[src/rtl/wb_trace_fifo.sv]
// Write-back trace FIFO: captures qualified register writes with a sequence
// number and drains them over a valid/ready port, counting retired and dropped writes.
module wb_trace_fifo #(
    parameter int DEPTH     = 16,
    parameter int ADDR_W    = 4,
    parameter int FILTER_R0 = 1
) (
    input  logic              CLK,
    input  logic              RESET,
    input  logic              wb_regwrite,
    input  logic [4:0]        wb_dest,
    input  logic [31:0]       wb_data,
    output logic              out_valid,
    input  logic              out_ready,
    output logic [4:0]        out_dest,
    output logic [31:0]       out_data,
    output logic [15:0]       out_seq,
    output logic [ADDR_W:0]   count,
    output logic              full,
    output logic              empty,
    output logic [31:0]       write_cnt,
    output logic [15:0]       overflow_cnt
);

    localparam logic [ADDR_W:0] FULL_CNT = (ADDR_W + 1)'(DEPTH);

    logic [4:0]        mem_dest [0:DEPTH-1];
    logic [31:0]       mem_data [0:DEPTH-1];
    logic [15:0]       mem_seq  [0:DEPTH-1];

    logic [ADDR_W-1:0] rd_ptr;
    logic [ADDR_W-1:0] wr_ptr;
    logic [15:0]       seq;

    logic              qual;
    logic              pop;
    logic              push;
    logic              drop;

    assign qual = wb_regwrite && !((FILTER_R0 == 1) && (wb_dest == 5'd0));
    assign pop  = out_valid && out_ready;
    // A pop in the same cycle frees the head slot, so a full FIFO can still accept.
    assign push = qual && (!full || pop);
    assign drop = qual && full && !pop;

    assign empty     = (count == '0);
    assign full      = (count == FULL_CNT);
    assign out_valid = !empty;

    always_ff @(posedge CLK) begin
        if (push) begin
            mem_dest[wr_ptr] <= wb_dest;
            mem_data[wr_ptr] <= wb_data;
            mem_seq[wr_ptr]  <= seq;
        end
    end

    always_ff @(posedge CLK) begin
        if (RESET) begin
            rd_ptr       <= '0;
            wr_ptr       <= '0;
            count        <= '0;
            seq          <= '0;
            write_cnt    <= '0;
            overflow_cnt <= '0;
        end else begin
            if (push) begin
                wr_ptr <= wr_ptr + 1'b1;
            end
            if (pop) begin
                rd_ptr <= rd_ptr + 1'b1;
            end
            if (qual) begin
                seq       <= seq + 16'd1;
                write_cnt <= write_cnt + 32'd1;
            end
            if (drop && (overflow_cnt != '1)) begin
                overflow_cnt <= overflow_cnt + 16'd1;
            end
            case ({push, pop})
                2'b10:   count <= count + 1'b1;
                2'b01:   count <= count - 1'b1;
                default: count <= count;
            endcase
        end
    end

    always_comb begin
        out_dest = '0;
        out_data = '0;
        out_seq  = '0;
        if (!empty) begin
            out_dest = mem_dest[rd_ptr];
            out_data = mem_data[rd_ptr];
            out_seq  = mem_seq[rd_ptr];
        end
    end

endmodule

[config.mk]
export PLATFORM = sky130hd
export DESIGN_NAME = wb_trace_fifo
export DESIGN_NICKNAME = d
export VERILOG_FILES = /design/src/rtl/wb_trace_fifo.sv
export SDC_FILE = /design/constraint.sdc
export NUM_CORES = 1
export LEC_CHECK = 0
export ABC_AREA = 0
export BUFFER_PORTS_ARGS = -buffer_cell sky130_fd_sc_hd__buf_2
export CELL_PAD_IN_SITES_DETAIL_PLACEMENT = 0
export CELL_PAD_IN_SITES_GLOBAL_PLACEMENT = 2
export CORE_ASPECT_RATIO = 1.1
export CORE_MARGIN = 3
export CORE_UTILIZATION = 48
export DETAILED_ROUTE_END_ITERATION = 16
export GPL_ROUTABILITY_DRIVEN = 0
export PLACE_DENSITY = 0.83
export SKIP_CTS_REPAIR_TIMING = 1
export SLEW_MARGIN = 20
export SYNTH_ARGS = -nofsm -noshare
export SYNTH_HDL_FRONTEND = slang
export SYNTH_SLANG_ARGS = --single-unit
[constraint.sdc]
create_clock -name CLK -period 7.3 [get_ports CLK]
set_input_delay 0.73 -clock CLK [delete_from_list [all_inputs] [get_ports CLK]]
set_output_delay 0.73 -clock CLK [all_outputs]
set_load 0.02 [all_outputs]
==> metrics.md <==
| Metric | Value |
|---|---|
| Sequential fraction of the synthesis area | `75.4%` |
| Antenna violations before repair | `1` |
| Critical path peak fanout | `48` |
| Post-synth EDFFs | `848` |
| Part of the power in registers | `46.6%` |
| Root buffer cell | `clkbuf_16` |
| Fillers | `5522` |
| VDD IR max | `0.296 mV` |
| CP Launch Type | `flop` |
| Hold Crit Depth | `3` |
| CP Class | `flop to output port` |
| Chip height | `293 um` |
| Power per Cell Area | `316 nW/um2` |
| Core footprint | `73700 um2` |
| Clock skew | `0.0251 ns` |
| Cell count after synthesis | `1763` |
| DR WL/cell | `24.8 um` |
| Final Core Density | `55.3%` |
| Ports | `150` |
| Status | `finished clean` |
| Final wirelength | `73700 um` |
| Worst-path clk slew | `0.06 ns` |
| Area post-placement | `37800 um2` |
| Logic gate share of total power | `18.4%` |
| Reg-to-reg slack, setup | `4.05 ns` |
| Net Sw Frac | `26.7%` |
| Skew-Pair Late Insertion Delay | `0.64 ns` |
| Yosys warnings | `0` |
| Reg-to-reg endpoint | `mem_data[6][31]$_DFFE_PP_` |
| Netlist cell types | `55` |
| CTS tree | `built` |
| Cell Rows | `104` |
| Post-DP HPWL | `38600 um` |
| Most frequent cells in the layout | `edfxtp_1 (848), mux4_2 (212), buf_2 (149), mux2i_1 (109), clkbuf_16 (95)` |
| CTS Buf Count | `93` |
| Commonest non-fill, non-tap cell in the layout | `edfxtp_1` |
| Hold Path Sink | `rd_ptr[1]$_SDFFE_PP0N_` |
| Largest net degree at the start of global routing | `105` |
| Total Routing Usage GR | `19.1%` |
| Share of flip-flops with an asynchronous set or reset | `0%` |
| P&R area growth vs syn | `13.4%` |
| Share of cells above drive strength 1 | `27.5%` |
| Reg2Reg Depth | `7` |
| Critical Path RT | `6.57 ns` |
| Vias in the first global route | `18357` |
| Reg-to-Reg Start | `count[1]$_SDFFE_PP0P_` |
| Final setup TNS | `0 ns` |
| RSZ-0062 raised after global routing | `false` |
| Data arrival time of the worst path | `3.58 ns` |
| Setup crit end kind | `output port` |
| Post-route antenna net violation count | `0` |
| Final setup viols | `0` |
| Synthesized netlist net count | `1816` |
| Synthesized area | `35900 um2` |
| Bufs on Longest Clock Path | `3` |
| Die area | `78100 um2` |
| H-tree depth | `3` |
| Clock Sinks | `929` |
| Max Cap Viol | `0` |
| Hold path startpoint | `out_ready` |
| Worst hold path type | `input port to flop` |
| Horiz. Die Dim | `267 um` |
| DRT iter0 DRCs | `1418` |
| DRT Pass-1 Iters | `7` |
| #FFs+latches synth | `929` |
| Port Buffer Count | `149` |
| Primary FF master, synth | `edfxtp_1` |
| Sw power | `0.00345 W` |
| Slew HR | `29.0%` |
| Initial Util | `48.8%` |
| Syn avg cell area | `20.4 um2` |
| Final WS setup | `2.99 ns` |
| Nets | `1994` |
| Dpl ws | `2.91 ns` |
| Endpoints failing hold | `0` |
| Drc violations | `0` |
| Minimum clock period | `4.31 ns` |
| Total congestion overflow | `0` |
| Clock Power Share | `35.0%` |
| Total number of vias | `17535` |
| Via-per-instance ratio | `5.90` |
| Post-route cell area | `40700 um2` |
| Period utilisation layout | `59.0%` |
| Lkg Pwr | `12.6 nW` |
| Worst-Margin Slew | `1.07 ns` |
| Max Fclk | `232 MHz` |
| Overall power | `0.0129 W` |
| Pint | `0.00944 W` |
| Final Max Slew Viols | `0` |
| First-pass GRT wire length | `112000 um` |
logic make-up after synthesis:
group / count (synthesis) / synth area share, %
muxes: 327 / 16.5
adders and majority gates: 12 / 0.439
and+or+nand+nor: 229 / 3.43
xor gates and xnor gates: 45 / 1.10
AOI/OAI and AO/OA: 112 / 1.85
buffers and inverters: 109 / 1.24
DFF: 929 / 75.4
critical path: stages, from the launching register on:
cell	delay [ns]
dfxtp_4	0.79
buf_4	0.84
mux4_2	0.60
mux2i_1	0.18
o22ai_1	0.22
buf_2	0.26
how the worst max path moves through the flow:
stage | from | end | slack, ns | depth (start not counted)
after floorplan | wb_dest[3] | mem_data[2][0]$_DFFE_PP_ | 1.51 | 7
after global placement | wb_dest[3] | mem_data[6][11]$_DFFE_PP_ | 3.05 | 7
after detailed placement | wb_dest[3] | mem_data[6][13]$_DFFE_PP_ | 2.91 | 7
after CTS | flop | out_seq[0] | 2.84 | 5
after global routing | flop | out_seq[0] | 2.67 | 5
final | flop | out_seq[0] | 2.99 | 5
stage by stage:
step,hold slack (ns),std cells
5_1_grt,0.450,2972
6_report,0.460,2973
4_1_cts,0.413,2972
2_1_floorplan,0.459,1763
3_5_place_dp,0.493,2800
3_3_place_gp,0.463,2800
Yosys cell counts (2+ instances only):
cell type / number / share of area [%]
edfxtp_1: 848 / 71
mux4_2: 212 / 13
mux2i_1: 109 / 3.0
dfxtp_1: 81 / 4.5
nor2_1: 67 / 0.70
clkbuf_1: 63 / 0.66
o22ai_1: 53 / 0.92
xnor2_1: 32 / 0.78
nand2_1: 31 / 0.32
a21oi_1: 28 / 0.39
nand3_1: 23 / 0.32
buf_2: 21 / 0.29
nor4_1: 19 / 0.33
o21ai_0: 18 / 0.25
or3_1: 18 / 0.31
nand4_1: 16 / 0.28
inv_1: 15 / 0.16
nor3_1: 13 / 0.18
xor2_1: 13 / 0.32
ha_1: 11 / 0.38
and4_1: 7 / 0.17
buf_1: 7 / 0.073
mux2_2: 6 / 0.19
or4_1: 6 / 0.13
nand2b_1: 5 / 0.087
nor2b_1: 5 / 0.087
o31ai_1: 3 / 0.063
a21o_1: 2 / 0.042
and2_1: 2 / 0.035
and3_1: 2 / 0.035
buf_4: 2 / 0.042
or4_4: 2 / 0.063
final cells by class:
class,count,area [um2],area share (%)
Clock inverter,59,448,1.10
Inverter,15,56.3,0.138
Multi-Input combinational cell,725,8500,20.9
Tap cell,954,1190,2.93
Clock buffer,113,2450,6.03
Sequential cell,929,27100,66.5
Timing Repair Buffer,177,981,2.41
Antenna cell,1,2.50,0.00614
sequential cells by signal, indices dropped and copies added, names as in the netlist, named ones only:
name	count
write_cnt	32
mem_dest	80
seq	16
count	5
wr_ptr	4
rd_ptr	4
mem_seq	256
mem_data	512
overflow_cnt	16
routing by layer:
metal	wire length (um)	vias up	part of all wire, %	global-route usage [%]
li1	-	7648	-	-
met1	30900	9179	42	26.8
met3	5230	95	7.1	3.50
met5	0	-	0	0
met4	1610	0	2.2	5.83
met2	35900	613	49	30.8
power by group through the flow:
stage               combinational (W)  clock [W]  sequential (W)
CTS                           0.00243    0.00462         0.00601
floorplan                     0.00172          0         0.00607
detailed placement            0.00242          0         0.00612
finish                        0.00237    0.00451         0.00601
global placement              0.00240          0         0.00611
global route                  0.00256    0.00482         0.00602
No activity file was read; power rests on OpenSTA's default activity.
